$ cat src/rtl/cla_pipe_adder_if.sv
// Operand/result stream bundle for the pipelined lookahead adder.
// Slave side is the adder; master side feeds operands and drains results.
interface cla_pipe_adder_if #(
  parameter int WIDTH = 16
);
  logic             in_valid;
  logic             in_ready;
  logic [WIDTH-1:0] a;
  logic [WIDTH-1:0] b;
  logic             cin;
  logic             sub;
  logic             out_valid;
  logic             out_ready;
  logic [WIDTH-1:0] s;
  logic             cout;
  logic             ovf;
  logic             gen;
  logic             prop;

  modport master (
    output in_valid, a, b, cin, sub, out_ready,
    input  in_ready, out_valid, s, cout, ovf, gen, prop
  );

  modport slave (
    input  in_valid, a, b, cin, sub, out_ready,
    output in_ready, out_valid, s, cout, ovf, gen, prop
  );
endinterface

$ cat src/rtl/cla_pipe_adder.sv
// Pipelined carry-lookahead adder/subtractor, GROUP-bit lookahead groups.
// Each stage resolves one WIDTH/STAGES slice; carry and G/P are registered.
module cla_pipe_adder #(
  parameter int WIDTH  = 16,
  parameter int GROUP  = 4,
  parameter int STAGES = 2
) (
  input  logic             clk,
  input  logic             rst_n,
  cla_pipe_adder_if.slave  bus
);
  localparam int NGRP = WIDTH / GROUP;
  localparam int SW   = WIDTH / STAGES;
  localparam int GPS  = NGRP / STAGES;
  localparam int L    = STAGES - 1;

  logic             vld_d [STAGES];
  logic             vld_q [STAGES];
  logic [WIDTH-1:0] a_d   [STAGES];
  logic [WIDTH-1:0] a_q   [STAGES];
  logic [WIDTH-1:0] b_d   [STAGES];
  logic [WIDTH-1:0] b_q   [STAGES];
  logic [WIDTH-1:0] s_d   [STAGES];
  logic [WIDTH-1:0] s_q   [STAGES];
  logic             c_d   [STAGES];
  logic             c_q   [STAGES];
  logic             g_d   [STAGES];
  logic             g_q   [STAGES];
  logic             p_d   [STAGES];
  logic             p_q   [STAGES];
  logic             ovf_d [STAGES];
  logic             ovf_q [STAGES];

  logic advance;

  assign advance       = bus.out_ready | ~vld_q[L];
  assign bus.in_ready  = advance;
  assign bus.out_valid = vld_q[L];
  assign bus.s         = s_q[L];
  assign bus.cout      = c_q[L];
  assign bus.ovf       = ovf_q[L];
  assign bus.gen       = g_q[L];
  assign bus.prop      = p_q[L];

  // Per stage: resolve one slice group-by-group from the incoming carry.
  always_comb begin
    logic [WIDTH-1:0] ai, bi, si;
    logic va, ci, gi, pi;
    logic c, cb, cm, gs, ps;
    logic grp_g, grp_p, pb, gb;
    int   kp, idx;
    for (int k = 0; k < STAGES; k++) begin
      kp = (k == 0) ? 0 : k - 1;
      if (k == 0) begin
        va = bus.in_valid;
        ai = bus.a;
        bi = bus.b ^ {WIDTH{bus.sub}};
        ci = bus.cin ^ bus.sub;
        si = '0;
        gi = 1'b0;
        pi = 1'b1;
      end else begin
        va = vld_q[kp];
        ai = a_q[kp];
        bi = b_q[kp];
        ci = c_q[kp];
        si = s_q[kp];
        gi = g_q[kp];
        pi = p_q[kp];
      end
      c  = ci;
      cm = 1'b0;
      gs = 1'b0;
      ps = 1'b1;
      for (int gg = 0; gg < GPS; gg++) begin
        grp_g = 1'b0;
        grp_p = 1'b1;
        cb    = c;
        for (int j = 0; j < GROUP; j++) begin
          idx = k * SW + gg * GROUP + j;
          pb  = ai[idx] ^ bi[idx];
          gb  = ai[idx] & bi[idx];
          if (idx == WIDTH - 1) cm = cb;
          si[idx] = pb ^ cb;
          cb      = gb | (pb & cb);
          grp_g   = gb | (pb & grp_g);
          grp_p   = grp_p & pb;
        end
        c  = grp_g | (grp_p & c);
        gs = grp_g | (grp_p & gs);
        ps = ps & grp_p;
      end
      vld_d[k] = va;
      a_d[k]   = ai;
      b_d[k]   = bi;
      s_d[k]   = si;
      c_d[k]   = c;
      g_d[k]   = gs | (ps & gi);
      p_d[k]   = ps & pi;
      ovf_d[k] = cm ^ c;
    end
  end

  // Stage registers: reset wins, otherwise shift only when not stalled.
  always_ff @(posedge clk) begin
    if (!rst_n) begin
      for (int k = 0; k < STAGES; k++) begin
        vld_q[k] <= 1'b0;
        a_q[k]   <= '0;
        b_q[k]   <= '0;
        s_q[k]   <= '0;
        c_q[k]   <= 1'b0;
        g_q[k]   <= 1'b0;
        p_q[k]   <= 1'b0;
        ovf_q[k] <= 1'b0;
      end
    end else if (advance) begin
      for (int k = 0; k < STAGES; k++) begin
        vld_q[k] <= vld_d[k];
        a_q[k]   <= a_d[k];
        b_q[k]   <= b_d[k];
        s_q[k]   <= s_d[k];
        c_q[k]   <= c_d[k];
        g_q[k]   <= g_d[k];
        p_q[k]   <= p_d[k];
        ovf_q[k] <= ovf_d[k];
      end
    end
  end
endmodule

$ cat src/flat_wrapper.sv
// flat-port wrapper written by rule: the top's interface ports become plain ports
module cla_pipe_adder_flat 
#(
  parameter int WIDTH  = 16,
  parameter int GROUP  = 4,
  parameter int STAGES = 2
)
  (clk, rst_n, bus_in_valid, bus_a, bus_b, bus_cin, bus_sub, bus_out_ready, bus_in_ready, bus_out_valid, bus_s, bus_cout, bus_ovf, bus_gen, bus_prop);
  cla_pipe_adder_if #(.WIDTH(WIDTH)) bus_i ();
  input  logic clk;
  input  logic rst_n;
  input wire logic [$bits(bus_i.in_valid)-1:0] bus_in_valid;
  input wire logic [$bits(bus_i.a)-1:0] bus_a;
  input wire logic [$bits(bus_i.b)-1:0] bus_b;
  input wire logic [$bits(bus_i.cin)-1:0] bus_cin;
  input wire logic [$bits(bus_i.sub)-1:0] bus_sub;
  input wire logic [$bits(bus_i.out_ready)-1:0] bus_out_ready;
  output wire logic [$bits(bus_i.in_ready)-1:0] bus_in_ready;
  output wire logic [$bits(bus_i.out_valid)-1:0] bus_out_valid;
  output wire logic [$bits(bus_i.s)-1:0] bus_s;
  output wire logic [$bits(bus_i.cout)-1:0] bus_cout;
  output wire logic [$bits(bus_i.ovf)-1:0] bus_ovf;
  output wire logic [$bits(bus_i.gen)-1:0] bus_gen;
  output wire logic [$bits(bus_i.prop)-1:0] bus_prop;
  assign bus_i.in_valid = bus_in_valid;
  assign bus_i.a = bus_a;
  assign bus_i.b = bus_b;
  assign bus_i.cin = bus_cin;
  assign bus_i.sub = bus_sub;
  assign bus_i.out_ready = bus_out_ready;
  assign bus_in_ready = bus_i.in_ready;
  assign bus_out_valid = bus_i.out_valid;
  assign bus_s = bus_i.s;
  assign bus_cout = bus_i.cout;
  assign bus_ovf = bus_i.ovf;
  assign bus_gen = bus_i.gen;
  assign bus_prop = bus_i.prop;
  cla_pipe_adder #(.WIDTH(WIDTH), .GROUP(GROUP), .STAGES(STAGES)) u_core (.clk(clk), .rst_n(rst_n), .bus(bus_i));
endmodule
$ cat config.mk
export PLATFORM = sky130hd
export DESIGN_NAME = cla_pipe_adder_flat
export DESIGN_NICKNAME = d
export VERILOG_FILES = /design/src/rtl/cla_pipe_adder_if.sv /design/src/rtl/cla_pipe_adder.sv /design/src/flat_wrapper.sv
export SDC_FILE = /design/constraint.sdc
export NUM_CORES = 1
export LEC_CHECK = 0
export BUFFER_PORTS_ARGS = -buffer_cell sky130_fd_sc_hd__buf_2
export CORE_MARGIN = 1.5
export CORE_UTILIZATION = 54
export DETAILED_ROUTE_END_ITERATION = 7
export PLACE_DENSITY = 0.8
export REMOVE_ABC_BUFFERS = 1
export SETUP_SLACK_MARGIN = 0.02
export SYNTH_ARGS = -nofsm -noshare
export SYNTH_HDL_FRONTEND = slang
export SYNTH_SLANG_ARGS = --single-unit
$ cat constraint.sdc
create_clock -name clk -period 4.7 [get_ports clk]
set_input_delay 0.705 -clock clk [delete_from_list [all_inputs] [get_ports clk]]
set_output_delay 0.705 -clock clk [all_outputs]
set_load 0.01 [all_outputs]
# Word-level counts from Yosys, hierarchy flattened
# Memories as Yosys holds them, arrays and structs flattened.
# Cells that the tools add are included.
# Widths: inputs -> output; s select.
[word_totals] regBits=0 ramBits=106 inputBits=38 output_inout_bits=22 wordCells=174 memories=8
[memory_table] memory="u_core.a_q" words=2 word_bits=16 rd=1 rd_clocked_by_memory_dff=0 write_ports=2 line_no="cla_pipe_adder.sv:20" source="logic [WIDTH-1:0] a_q [STAGES];"
[memory_table] memory="u_core.b_q" words=2 word_bits=16 rd=1 rd_clocked_by_memory_dff=0 write_ports=2 line_no="cla_pipe_adder.sv:22" source="logic [WIDTH-1:0] b_q [STAGES];"
[memory_table] memory="u_core.s_q" words=2 word_bits=16 rd=2 rd_clocked_by_memory_dff=0 write_ports=2 line_no="cla_pipe_adder.sv:24" source="logic [WIDTH-1:0] s_q [STAGES];"
[memory_table] memory="u_core.c_q" words=2 word_bits=1 rd=2 rd_clocked_by_memory_dff=0 write_ports=2 line_no="cla_pipe_adder.sv:26" source="logic c_q [STAGES];"
[memory_table] memory="u_core.g_q" words=2 word_bits=1 rd=2 rd_clocked_by_memory_dff=0 write_ports=2 line_no="cla_pipe_adder.sv:28" source="logic g_q [STAGES];"
[memory_table] memory="u_core.ovf_q" words=2 word_bits=1 rd=1 rd_clocked_by_memory_dff=0 write_ports=2 line_no="cla_pipe_adder.sv:32" source="logic ovf_q [STAGES];"
[memory_table] memory="2 more memories"
[classes] mux=20 n_bitwise=146
[ops] cell="$mux 16" n=6
[ops] cell="$and 1x1->1" n=62
[ops] cell="$or 1x1->1" n=48
[ops] cell="$xor 1x1->1" n=34
[ops] cell="$xor 16x16->16" n=1
[ops] cell="$mux 1" n=14
[ops] cell="$not 1->1" n=1

# Longest topological paths before layout
# Gate-level depths: netlist of the first run.
[logic_depth] ltp_word=17 mapped_depth=12 mapped_depth_nobuf=10

# Least setup slack after synthesis of the first run
# Ideal clock, no wire load.
[synth_timing] path_kind="input-to-reg" from="input port bus_sub" to="memory u_core.s_q[0][7], data pin" setup_time_ns=0.257 arrival_time_ns=3.275 required_time_ns=4.443 path_slack_ns=1.168 path_stages=12 path_buffers=2 cell_sequence="buf_2 buf_2 xor2_1 ha_1 nand2_1 o21ai_0 nor2_1 fa_1 fa_1 fa_1 xor2_1 nor2_1"
[synth_lines] item="start: declaration" line_no="flat_wrapper.sv:16" source="input wire logic [$bits(bus_i.sub)-1:0] bus_sub;"
[synth_lines] item="end: declaration" line_no="cla_pipe_adder.sv:24"

==> reports/qor.yml, run 1 <==
status: "completed"
fin_crit_ns: 3.391
busiest_layer: "met2"
ys_types: 26
synth_compound_area_share_pct: 4.251
worst-path-stages: 11
drive_gt1_share_pct: 26.89
peakVddDrop_uv: 147.3
drt_iter0_drc: 81
synth_top_flop_cell: "edfxtp_1"
cts_buffers: 5
grt_use_total_pct: 18.22
post_drt_via_cell_ratio: 4.979
cp.required_ns: 4.73
worstPathCellList: "buf_2 -> xor2_1 -> ha_1 -> nand2_1 -> o21ai_0 -> nor2_1 -> fa_1 -> fa_1 -> fa_1 -> xor2_1 -> nor2_1"
fin_hold_ws_ns: 0.5596
fmax_mhz: 294.9
crit_family: "adder cells"
power_leakage_nw: 1.510
wl_per_cell_um: 12.99
n_antenna_cell: 0
fin_skew_ns: 0.005330
gp_congestion: 0.8201
io_buffers: 59
fin_crit_sh_pct: 72.15
cp.arrival_ns: 3.42
critPathKind: "input port to flip-flop"
n_fill_cell: 353
seq_area_frac_synth_pct: 55.55
path_max_fanout: 17
slowest_stage: "fa_1"
crit_path_end_kind: "flip-flop"
cap_viol_max_count: 0
postPlaceCellArea_sq_um: 3000
num_vias: 1648
synth_enable_flop_cells: 49
dieArea_sq_um: 5334
routed_wl_um: 4301
use_met3_pct: 4.834
cts_tree: "done"
rsz0062_at_grt: "no"
cts_root_buffer: "clkbuf_8"
tightest_slew_ns: 0.8513
yosys_warnings: 0
hold_class: "flip-flop to flip-flop"
yosys.area.top_type: "edfxtp_1"
whs_path_depth: 1
post_cts_resized: 0
holdPathEnd: "u_core.s_q[0][21]"
setup_slack_ns: 1.309
yosys.area.top_type_share_pct: 55.55
grt_max_degree: 35
placed_cells: 323
tns_ns: 0
synth-simple-area-share_pct: 12.33
antenna_found_initial: 0
finalSetupViolations: 0
die_x_um: 73.04
synthXorXnorAreaFrac_pct: 6.944
ant_nets: 0
cts-root-to-sink-buffers: 2
syn_area_sq_um: 2649
clk_pin_slew_ns: 0.09
p_per_area_nw_per_um2: 338.8
drc: 0
coreArea_sq_um: 4723
area_delta_synth_final_pct: 17.43
max_stage_delay_ns: 0.40
slew_headroom_pct: 43.11
hold_viol: 0
synth_fa_ha_area_share_pct: 16.63
cts_hold_repair.buffers: 0
cts.sink_count: 49
netlist_top_cells_area: "edfxtp_1 (56%), fa_1 (9.1%), ha_1 (7.6%)"
htree_levels: 2
ys_seq_elements: 49
post_synth.cell_area_avg_sq_um: 12.98
reg2reg_from: "u_core.b_q[0][11]"
overflow: 0
cp_common_cell: "fa_1"
dp_hpwl_um: 3135
final_util_pct: 65.85
r2r_slack_ns: 1.60
start_util_pct: 56.08
die_height_um: 73.04
drt_pass1_iterations: 4
fin_nets: 329
hold_path.startpoint: "u_core.s_q[0][5]"
muxShareOfSynthArea_pct: 0.5668
grt_util_met2_pct: 31.11
grt_first_pass_wirelength_um: 7265
total_power_mw: 1.054
design_area_sq_um: 3110
post_cts_buffers: 0
io_pins: 60
finalNonFillerCells: 331
drv_slew: 0
dp_slack_ns: 0.9618
r2r_cells: 8
postSynth.asyncResetShare_pct: 0
syn_inst: 204
start_kind: "input port"
grt_pass1_vias: 1646
r2r-end: "u_core.ovf_q[1]"
synth_top_family_by_area: "adder cells"
grt_util_met1_pct: 22.08
path_buf_inv: 1
clk_latency_ns: 0.30
fp-row-count: 25
[cell usage after synthesis (2+ instances only)]
cell / number
edfxtp_1: 49
and3_1: 25
nor2_1: 24
inv_1: 17
ha_1: 16
fa_1: 12
xnor2_1: 12
a21oi_1: 10
xor2_1: 9
nand2_1: 6
buf_2: 4
clkbuf_1: 4
a21o_1: 2
o21ai_0: 2
[cells in the final DEF (no fill, tap or decap), types with 2 or more instances in the layout]
master    instances
buf_2            59
edfxtp_1         49
and3_1           25
nor2_1           24
inv_1            17
ha_1             16
xnor2_1          12
fa_1             12
a21oi_1          10
xor2_1            9
nand2_1           6
clkbuf_8          5
o21ai_0           2
a21o_1            2
[metal layers]
layer / vias to the layer above / wire, um
met2: 43 / 2251
met1: 770 / 1811
met5: - / 0
met3: 5 / 168
li1: 830 / -
met4: 0 / 69
[logic make-up after synthesis]
kind of cell    count (synthesis)
xor+xnor                       21
flops                          49
compound gates                 18
simple gates                   62
buf+inv                        25
fa+ha+maj                      28
mux                             1
[sequential cells by signal (all words and copies together) (netlist names)]
name / flops
u_core.a_q: 8
u_core.b_q: 8
u_core.c_q: 2
u_core.g_q: 2
u_core.ovf_q: 1
u_core.p_q: 2
u_core.s_q: 24
u_core.vld_q: 2
[report_power, final]
part | internal (mW) | leakage [nW] | switching (mW)
registers | 0.541 | 0.572 | 0.0171
clock network | 0.157 | 0.0518 | 0.140
logic | 0.0913 | 0.887 | 0.108
total | 0.789 | 1.51 | 0.265
[how the worst max path moves through the flow]
| stage | startpoint | slack [ns] | end |
|---|---|---|---|
| after CTS | bus_sub | 1.30 | u_core.s_q[0][7] |
| after detailed placement | bus_sub | 0.96 | u_core.s_q[0][7] |
| after global routing | bus_sub | 1.13 | u_core.s_q[0][7] |
| final | bus_sub | 1.31 | u_core.s_q[0][7] |
| after global placement | bus_sub | 1.06 | u_core.s_q[0][7] |
| after floorplan | bus_sub | 1.58 | u_core.s_q[0][7] |
[final cells by class]
class | instances | area, sq um | share of cell area [%]
clock buffer | 5 | 68.82 | 2.212
clock inverter | 3 | 41.29 | 1.327
inverter | 17 | 63.81 | 2.051
multi-input combinational | 130 | 1079 | 34.67
sequential | 49 | 1471 | 47.30
tap | 67 | 83.83 | 2.695
timing repair buffer | 60 | 302.8 | 9.735
Power figures use the tool's default switching activity.
==> inputs of run 2 (changes only) <==
--- a/config.mk
+++ b/config.mk
@@ -7,9 +7,9 @@
 export LEC_CHECK = 0
 export BUFFER_PORTS_ARGS = -buffer_cell sky130_fd_sc_hd__buf_2
 export CORE_MARGIN = 1.5
-export CORE_UTILIZATION = 54
+export CORE_UTILIZATION = 49
 export DETAILED_ROUTE_END_ITERATION = 7
-export PLACE_DENSITY = 0.8
+export PLACE_DENSITY = 0.76
 export REMOVE_ABC_BUFFERS = 1
 export SETUP_SLACK_MARGIN = 0.02
 export SYNTH_ARGS = -nofsm -noshare
==> constraint.sdc (replaced) <==
create_clock -name clk -period 2.8 [get_ports clk]
set_input_delay 0.42 -clock clk [delete_from_list [all_inputs] [get_ports clk]]
set_output_delay 0.42 -clock clk [all_outputs]
set_load 0.01 [all_outputs]
==> run 2 against run 1 <==
Effect of this change:
- flip-flop and latch count unchanged
- count of clock-buffer cells in the layout grew 1
- cell area up 7.8%
- cell count rose by 7.6%
- clock skew grew 0.0013 ns
- critical path depth fell by 2
- combinational power grew 110%
- clock power is 29% higher
- non-clock buffer count increased by 23
- die area grew 9.8%
- hold slack lost 0.14 ns
==> reports/qor.yml, run 2 (synthesized netlist as in run 1, its figures left out) <==
status: "completed"  # unchanged
reg_top3: "u_core.s_q (24), u_core.a_q (8), u_core.b_q (8)"  # unchanged
grt_util_met1_pct: 16.93  # was 22.08%
net-switching-power_mw: 0.4463  # was 0.2647 mW
pwr-share-seq_pct: 54.2  # was 53.0%
grt_util_met2_pct: 31.70  # was 31.11%
grt_first_pass_wirelength_um: 7527  # was 7265 um
setup_slack_ns: 0.04665  # was 1.309 ns
peakVddDrop_uv: 191.5  # was 147.3 uV
cts_tree: "done"  # unchanged
pwr-share-comb_pct: 23.6  # was 18.9%
wl_per_cell_um: 12.83  # was 12.99 um
drv_slew: 0  # unchanged
coreArea_sq_um: 5172  # was 4723 sq um
dp_slack_ns: -0.3307  # was 0.9618 ns
die_x_um: 76.53  # was 73.04 um
routed_wl_um: 4568  # was 4301 um
gp_congestion: 0.7852  # was 0.8201
drc: 0  # unchanged
whs_path_depth: 2  # was 1
power_switching_share_pct: 25.82  # was 25.11%
hold_class: "input port to flip-flop"  # was flip-flop to flip-flop
clk_pin_slew_ns: 0.08  # was 0.09 ns
die_height_um: 76.53  # was 73.04 um
antenna_found_initial: 0  # unchanged
io_pins: 60  # unchanged
fp-row-count: 26  # was 25
multiInputGateArea_sq_um: 1161  # was 1079 sq um
reg2reg_from: "u_core.a_q[0][11]"  # was u_core.b_q[0][11]
grt_pass1_vias: 1792  # was 1,646
busiest_layer: "met2"  # unchanged
cts_buffers: 5  # unchanged
grt_max_degree: 38  # was 35
fin_skew_ns: 0.006644  # was 0.005330 ns
htree_levels: 2  # unchanged
finalSetupViolations: 0  # unchanged
cp.required_ns: 2.85  # was 4.73 ns
r2r-end: "u_core.ovf_q[1]"  # unchanged
power_leakage_nw: 1.609  # was 1.510 nW
post_drt_via_cell_ratio: 4.935  # was 4.979
power_frac_clock_pct: 22.2  # was 28.1%
cap_viol_max_count: 0  # unchanged
path_max_fanout: 3  # was 17
io_buffers: 59  # unchanged
clk_latency_ns: 0.30  # about the same
p_int_mw: 1.283  # was 0.7891 mW
cp.arrival_ns: 2.80  # was 3.42 ns
endpoint: "u_core.ovf_q[1]"  # was u_core.s_q[0][7]
r2r_slack_ns: 0.05  # was 1.60 ns
cts_root_buffer: "clkbuf_8"  # unchanged
area_delta_synth_final_pct: 26.55  # was 17.43%
seq_area_sq_um: 1471  # unchanged
grt_use_total_pct: 16.65  # was 18.22%
start_kind: "flip-flop"  # was input port
num_vias: 1757  # was 1,648
startpoint: "u_core.a_q[0][11]"  # was bus_sub
drt_pass1_iterations: 4  # unchanged
largest_reg_flops: 24  # unchanged
hold_viol: 0  # unchanged
tightest_slew_ns: 0.6273  # was 0.8513 ns
final_common_cell: "buf_2"  # unchanged
fin_crit_ns: 2.753
overflow: 0  # unchanged
fin_hold_ws_ns: 0.4243  # was 0.5596 ns
start_util_pct: 51.21  # was 56.08%
dp_hpwl_um: 3278  # was 3135 um
use_met3_pct: 4.192  # was 4.834%
crit_path_end_kind: "flip-flop"  # unchanged
ant_nets: 0  # unchanged
layout_common_cells: "buf_2 (59), edfxtp_1 (49), and3_1 (25)"  # unchanged
dieArea_sq_um: 5856  # was 5334 sq um
drt_iter0_drc: 57  # was 81
cts-root-to-sink-buffers: 2  # unchanged
fin_nets: 352  # was 329
critPathKind: "flip-flop to flip-flop"  # was input port to flip-flop
drive_gt1_share_pct: 35.66  # was 26.89%
n_antenna_cell: 0  # unchanged
slew_headroom_pct: 58.05  # was 43.11%
rsz0062_at_grt: "yes"  # was no
p_per_area_nw_per_um2: 515.8  # was 338.8 nW/um^2
cts.sink_count: 49  # unchanged
cts_hold_repair.buffers: 0  # unchanged
n_fill_cell: 401  # was 353
largest-register: "u_core.s_q"  # unchanged
r2r_cells: 9  # was 8
fin_crit_sh_pct: 98.33
fmax_mhz: 363.2
-- run 2: layout make-up --
class                      count  area share, %
sequential                    49          43.90
timing repair buffer          83          14.67
inverter                      17          1.904
multi-input combinational    130          34.64
clock inverter                 1         0.1120
tap                           70          2.613
clock buffer                   6          2.165
-- run 2: metal layers --
| metal | up-vias | routed length (um) |
|---|---|---|
| met5 | - | 0 |
| met4 | 0 | 82 |
| met3 | 7 | 191 |
| met2 | 42 | 2565 |
| met1 | 833 | 1727 |
| li1 | 875 | - |
-- run 2: worst min-delay path by stage --
stage                       startpoint                  to  slack (ns)
floorplan             u_core.s_q[0][0]   u_core.s_q[0][16]        0.53
global placement    u_core.vld_q[0][0]  u_core.vld_q[0][1]        0.53
detailed placement    u_core.s_q[0][2]   u_core.s_q[0][18]        0.54
CTS                           bus_a[9]    u_core.a_q[0][9]        0.42
global route                 bus_a[11]   u_core.a_q[0][11]        0.42
finish                        bus_a[9]    u_core.a_q[0][9]        0.42
-- run 2: power groups by stage --
| stage | sequential, mW | combinational (mW) | clock (mW) |
|---|---|---|---|
| final | 0.937 | 0.408 | 0.384 |
| after global routing | 0.946 | 0.462 | 0.421 |
| after CTS | 0.938 | 0.387 | 0.391 |
| after detailed placement | 0.952 | 0.376 | 0 |
| after global placement | 0.949 | 0.358 | 0 |
| after floorplan | 0.973 | 0.194 | 0 |
-- run 2: what timing repair did --
item	in CTS	in global routing
setup endpoints to repair	4	4
pin swaps	1	7
resized for setup	7	9
setup buffers	2	2
-- run 2: per-stage QoR --
step	cell area [sq um]	setup TNS (ns)	total power [mW]	std cells	utilization, %
after detailed placement	3159	-0.9519	1.327	345	61.08
after CTS	3288	0	1.716	354	63.57
after global placement	3159	-0.6580	1.308	345	61.08
final	3352	0	1.729	356	64.80
after floorplan	2614	-0.1368	1.167	196	-
after global routing	3352	-0.03644	1.829	356	64.80
-- run 2: worst max-delay path, cell delays in order (launching register included) --
cell and delay, ns:
edfxtp_1 0.42, ha_4 0.28, buf_6 0.12, nand4_4 0.10
o221ai_4 0.12, fa_2 0.37, fa_2 0.35, fa_2 0.34
and3_1 0.15, mux2_4 0.25
==> inputs of run 3 (changes only) <==
--- a/config.mk
+++ b/config.mk
@@ -6,6 +6,7 @@
 export NUM_CORES = 1
 export LEC_CHECK = 0
 export BUFFER_PORTS_ARGS = -buffer_cell sky130_fd_sc_hd__buf_2
+export CORE_ASPECT_RATIO = 0.5
 export CORE_MARGIN = 1.5
 export CORE_UTILIZATION = 49
 export DETAILED_ROUTE_END_ITERATION = 7
==> run 3 against run 2 <==
Effect of this change:
- utilization grew 0.78 points
- routed wire length shrank 1.8%
- register-to-register slack improved by 0.06 ns
- largest cell class unchanged
- global-route usage is 0.61 points lower
- maximum frequency rose by 2.1%
- critical path type unchanged
==> reports/qor.yml, run 3 (synthesized netlist as in run 1, its figures left out) <==
status: "completed"  # unchanged
cap_viol_max_count: 0  # unchanged
final_common_cell: "buf_2"  # unchanged
dieArea_sq_um: 5883  # was 5856 sq um
finalSetupViolations: 0  # unchanged
n_fill_cell: 403  # was 401
drive_gt1_share_pct: 35.21  # was 35.66%
cp.required_ns: 2.86  # was 2.85 ns
reg_top3: "u_core.s_q (24), u_core.a_q (8), u_core.b_q (8)"  # unchanged
grt_pass1_vias: 1501  # was 1,792
clk_pin_slew_ns: 0.08  # about the same
drt_iter0_drc: 30  # was 57
design_area_sq_um: 3323  # was 3352 sq um
start_kind: "flip-flop"  # unchanged
grt_use_total_pct: 16.03  # was 16.65%
postPlaceCellArea_sq_um: 3139  # was 3159 sq um
ant_nets: 0  # unchanged
dp_slack_ns: -0.3037  # was -0.3307 ns
crit_path_end_kind: "flip-flop"  # unchanged
setup_slack_ns: 0.1027  # was 0.04665 ns
hold_viol: 0  # unchanged
post_drt_via_cell_ratio: 4.797  # was 4.935
largest-register: "u_core.s_q"  # unchanged
r2r_slack_ns: 0.10  # was 0.05 ns
cts_hold_repair.buffers: 0  # unchanged
area_delta_synth_final_pct: 25.46  # was 26.55%
antenna_found_initial: 0  # unchanged
endpoint: "u_core.ovf_q[1]"  # unchanged
fin_crit_ns: 2.697  # was 2.753 ns
htree_levels: 2  # unchanged
critPathKind: "flip-flop to flip-flop"  # unchanged
num_vias: 1698  # was 1,757
drt_pass1_iterations: 5  # was 4
power_leakage_nw: 1.601  # was 1.609 nW
drv_slew: 0  # unchanged
dp_hpwl_um: 3279  # was 3278 um
tightest_slew_ns: 0.6561  # was 0.6273 ns
grt_first_pass_wirelength_um: 6872  # was 7527 um
reg2reg_from: "u_core.a_q[0][9]"  # was u_core.a_q[0][11]
cts.sink_count: 49  # unchanged
cts-root-to-sink-buffers: 2  # unchanged
fin_hold_ws_ns: 0.4191  # was 0.4243 ns
die_height_um: 54.99  # was 76.53 um
n_antenna_cell: 0  # unchanged
rsz0062_at_grt: "no"  # was yes
fp-row-count: 18  # was 26
drc: 0  # unchanged
finalNonFillerCells: 354  # was 356
fin_skew_ns: 0.005536  # was 0.006644 ns
overflow: 0  # unchanged
total_power_mw: 1.813  # was 1.729 mW
cts_buffers: 5  # unchanged
grt_max_degree: 28  # was 38
gp_congestion: 0.8652  # was 0.7852
hold_class: "input port to flip-flop"  # unchanged
io_pins: 60  # unchanged
r2r_cells: 8  # was 9
fin_crit_sh_pct: 96.33  # was 98.33%
cts_tree: "done"  # unchanged
path_max_fanout: 2  # was 3
tns_ns: 0  # unchanged
coreArea_sq_um: 5067  # was 5172 sq um
final_util_pct: 65.58  # was 64.80%
fin_nets: 349  # was 352
layout_common_cells: "buf_2 (59), edfxtp_1 (49), and3_1 (25)"  # unchanged
clk_latency_ns: 0.31  # was 0.30 ns
cp.arrival_ns: 2.76  # was 2.80 ns
peakVddDrop_uv: 232.6  # was 191.5 uV
routed_wl_um: 4488  # was 4568 um
fmax_mhz: 370.7  # was 363.2 MHz
io_buffers: 59  # unchanged
die_x_um: 107.0  # was 76.53 um
start_util_pct: 52.27  # was 51.21%
p_per_area_nw_per_um2: 545.7  # was 515.8 nW/um^2
largest_reg_flops: 24  # unchanged
startpoint: "u_core.a_q[0][9]"  # was u_core.a_q[0][11]
wl_per_cell_um: 12.68  # was 12.83 um
slew_headroom_pct: 56.15  # was 58.05%
placed_cells: 344  # was 345
cts_root_buffer: "clkbuf_8"  # unchanged
r2r-end: "u_core.ovf_q[1]"  # unchanged
-- run 3: metal layers --
metal	part of all wire (%)	vias up	global-route usage (%)
met5	0	-	0
met4	0.36	0	6.667
met3	5.5	3	3.864
met2	48	46	28.42
met1	46	778	19.70
li1	-	871	-
-- run 3: worst min-delay path by stage --
stage                      from                end  cells after the start  slack [ns]
2_1_floorplan  u_core.s_q[0][0]  u_core.s_q[0][16]                      1        0.53
3_3_place_gp   u_core.s_q[0][3]  u_core.s_q[0][19]                      1        0.53
3_5_place_dp   u_core.s_q[0][1]  u_core.s_q[0][17]                      1        0.54
4_1_cts               bus_a[14]  u_core.a_q[0][14]                      2        0.42
5_1_grt               bus_a[11]  u_core.a_q[0][11]                      2        0.40
6_report              bus_a[15]  u_core.a_q[0][15]                      2        0.42
-- run 3: final cells by class --
| type | count | area [sq um] | area share, % |
|---|---|---|---|
| Inverter | 17 | 63.81 | 1.920 |
| Multi-Input combinational cell | 130 | 1141 | 34.34 |
| Timing Repair Buffer | 80 | 452.9 | 13.63 |
| Tap cell | 70 | 87.58 | 2.636 |
| Sequential cell | 49 | 1471 | 44.28 |
| Clock inverter | 2 | 33.78 | 1.017 |
| Clock buffer | 6 | 72.57 | 2.184 |
-- run 3: worst max-delay path: stages (launching register included) --
cell and delay [ns]:
edfxtp_1 0.43, ha_4 0.28, a21oi_4 0.16, o221ai_2 0.13
fa_2 0.36, fa_2 0.35, fa_2 0.35, and3_1 0.15
mux2_4 0.24
-- run 3: timing repair --
action / in CTS / in global routing
resized for setup: 6 / 7
endpoints found under the hold margin: 0 / 0
setup buffers: 0 / 2
pin swaps: 0 / 4
setup endpoints to repair: 3 / 4
cloned: 0 / 0
-- run 3: power by group --
| part | total (mW) | internal (mW) | switching [mW] |
|---|---|---|---|
| Sequential | 0.938 | 0.908 | 0.0298 |
| Clock | 0.488 | 0.264 | 0.225 |
| Combinational | 0.387 | 0.193 | 0.194 |
| Total | 1.81 | 1.36 | 0.449 |
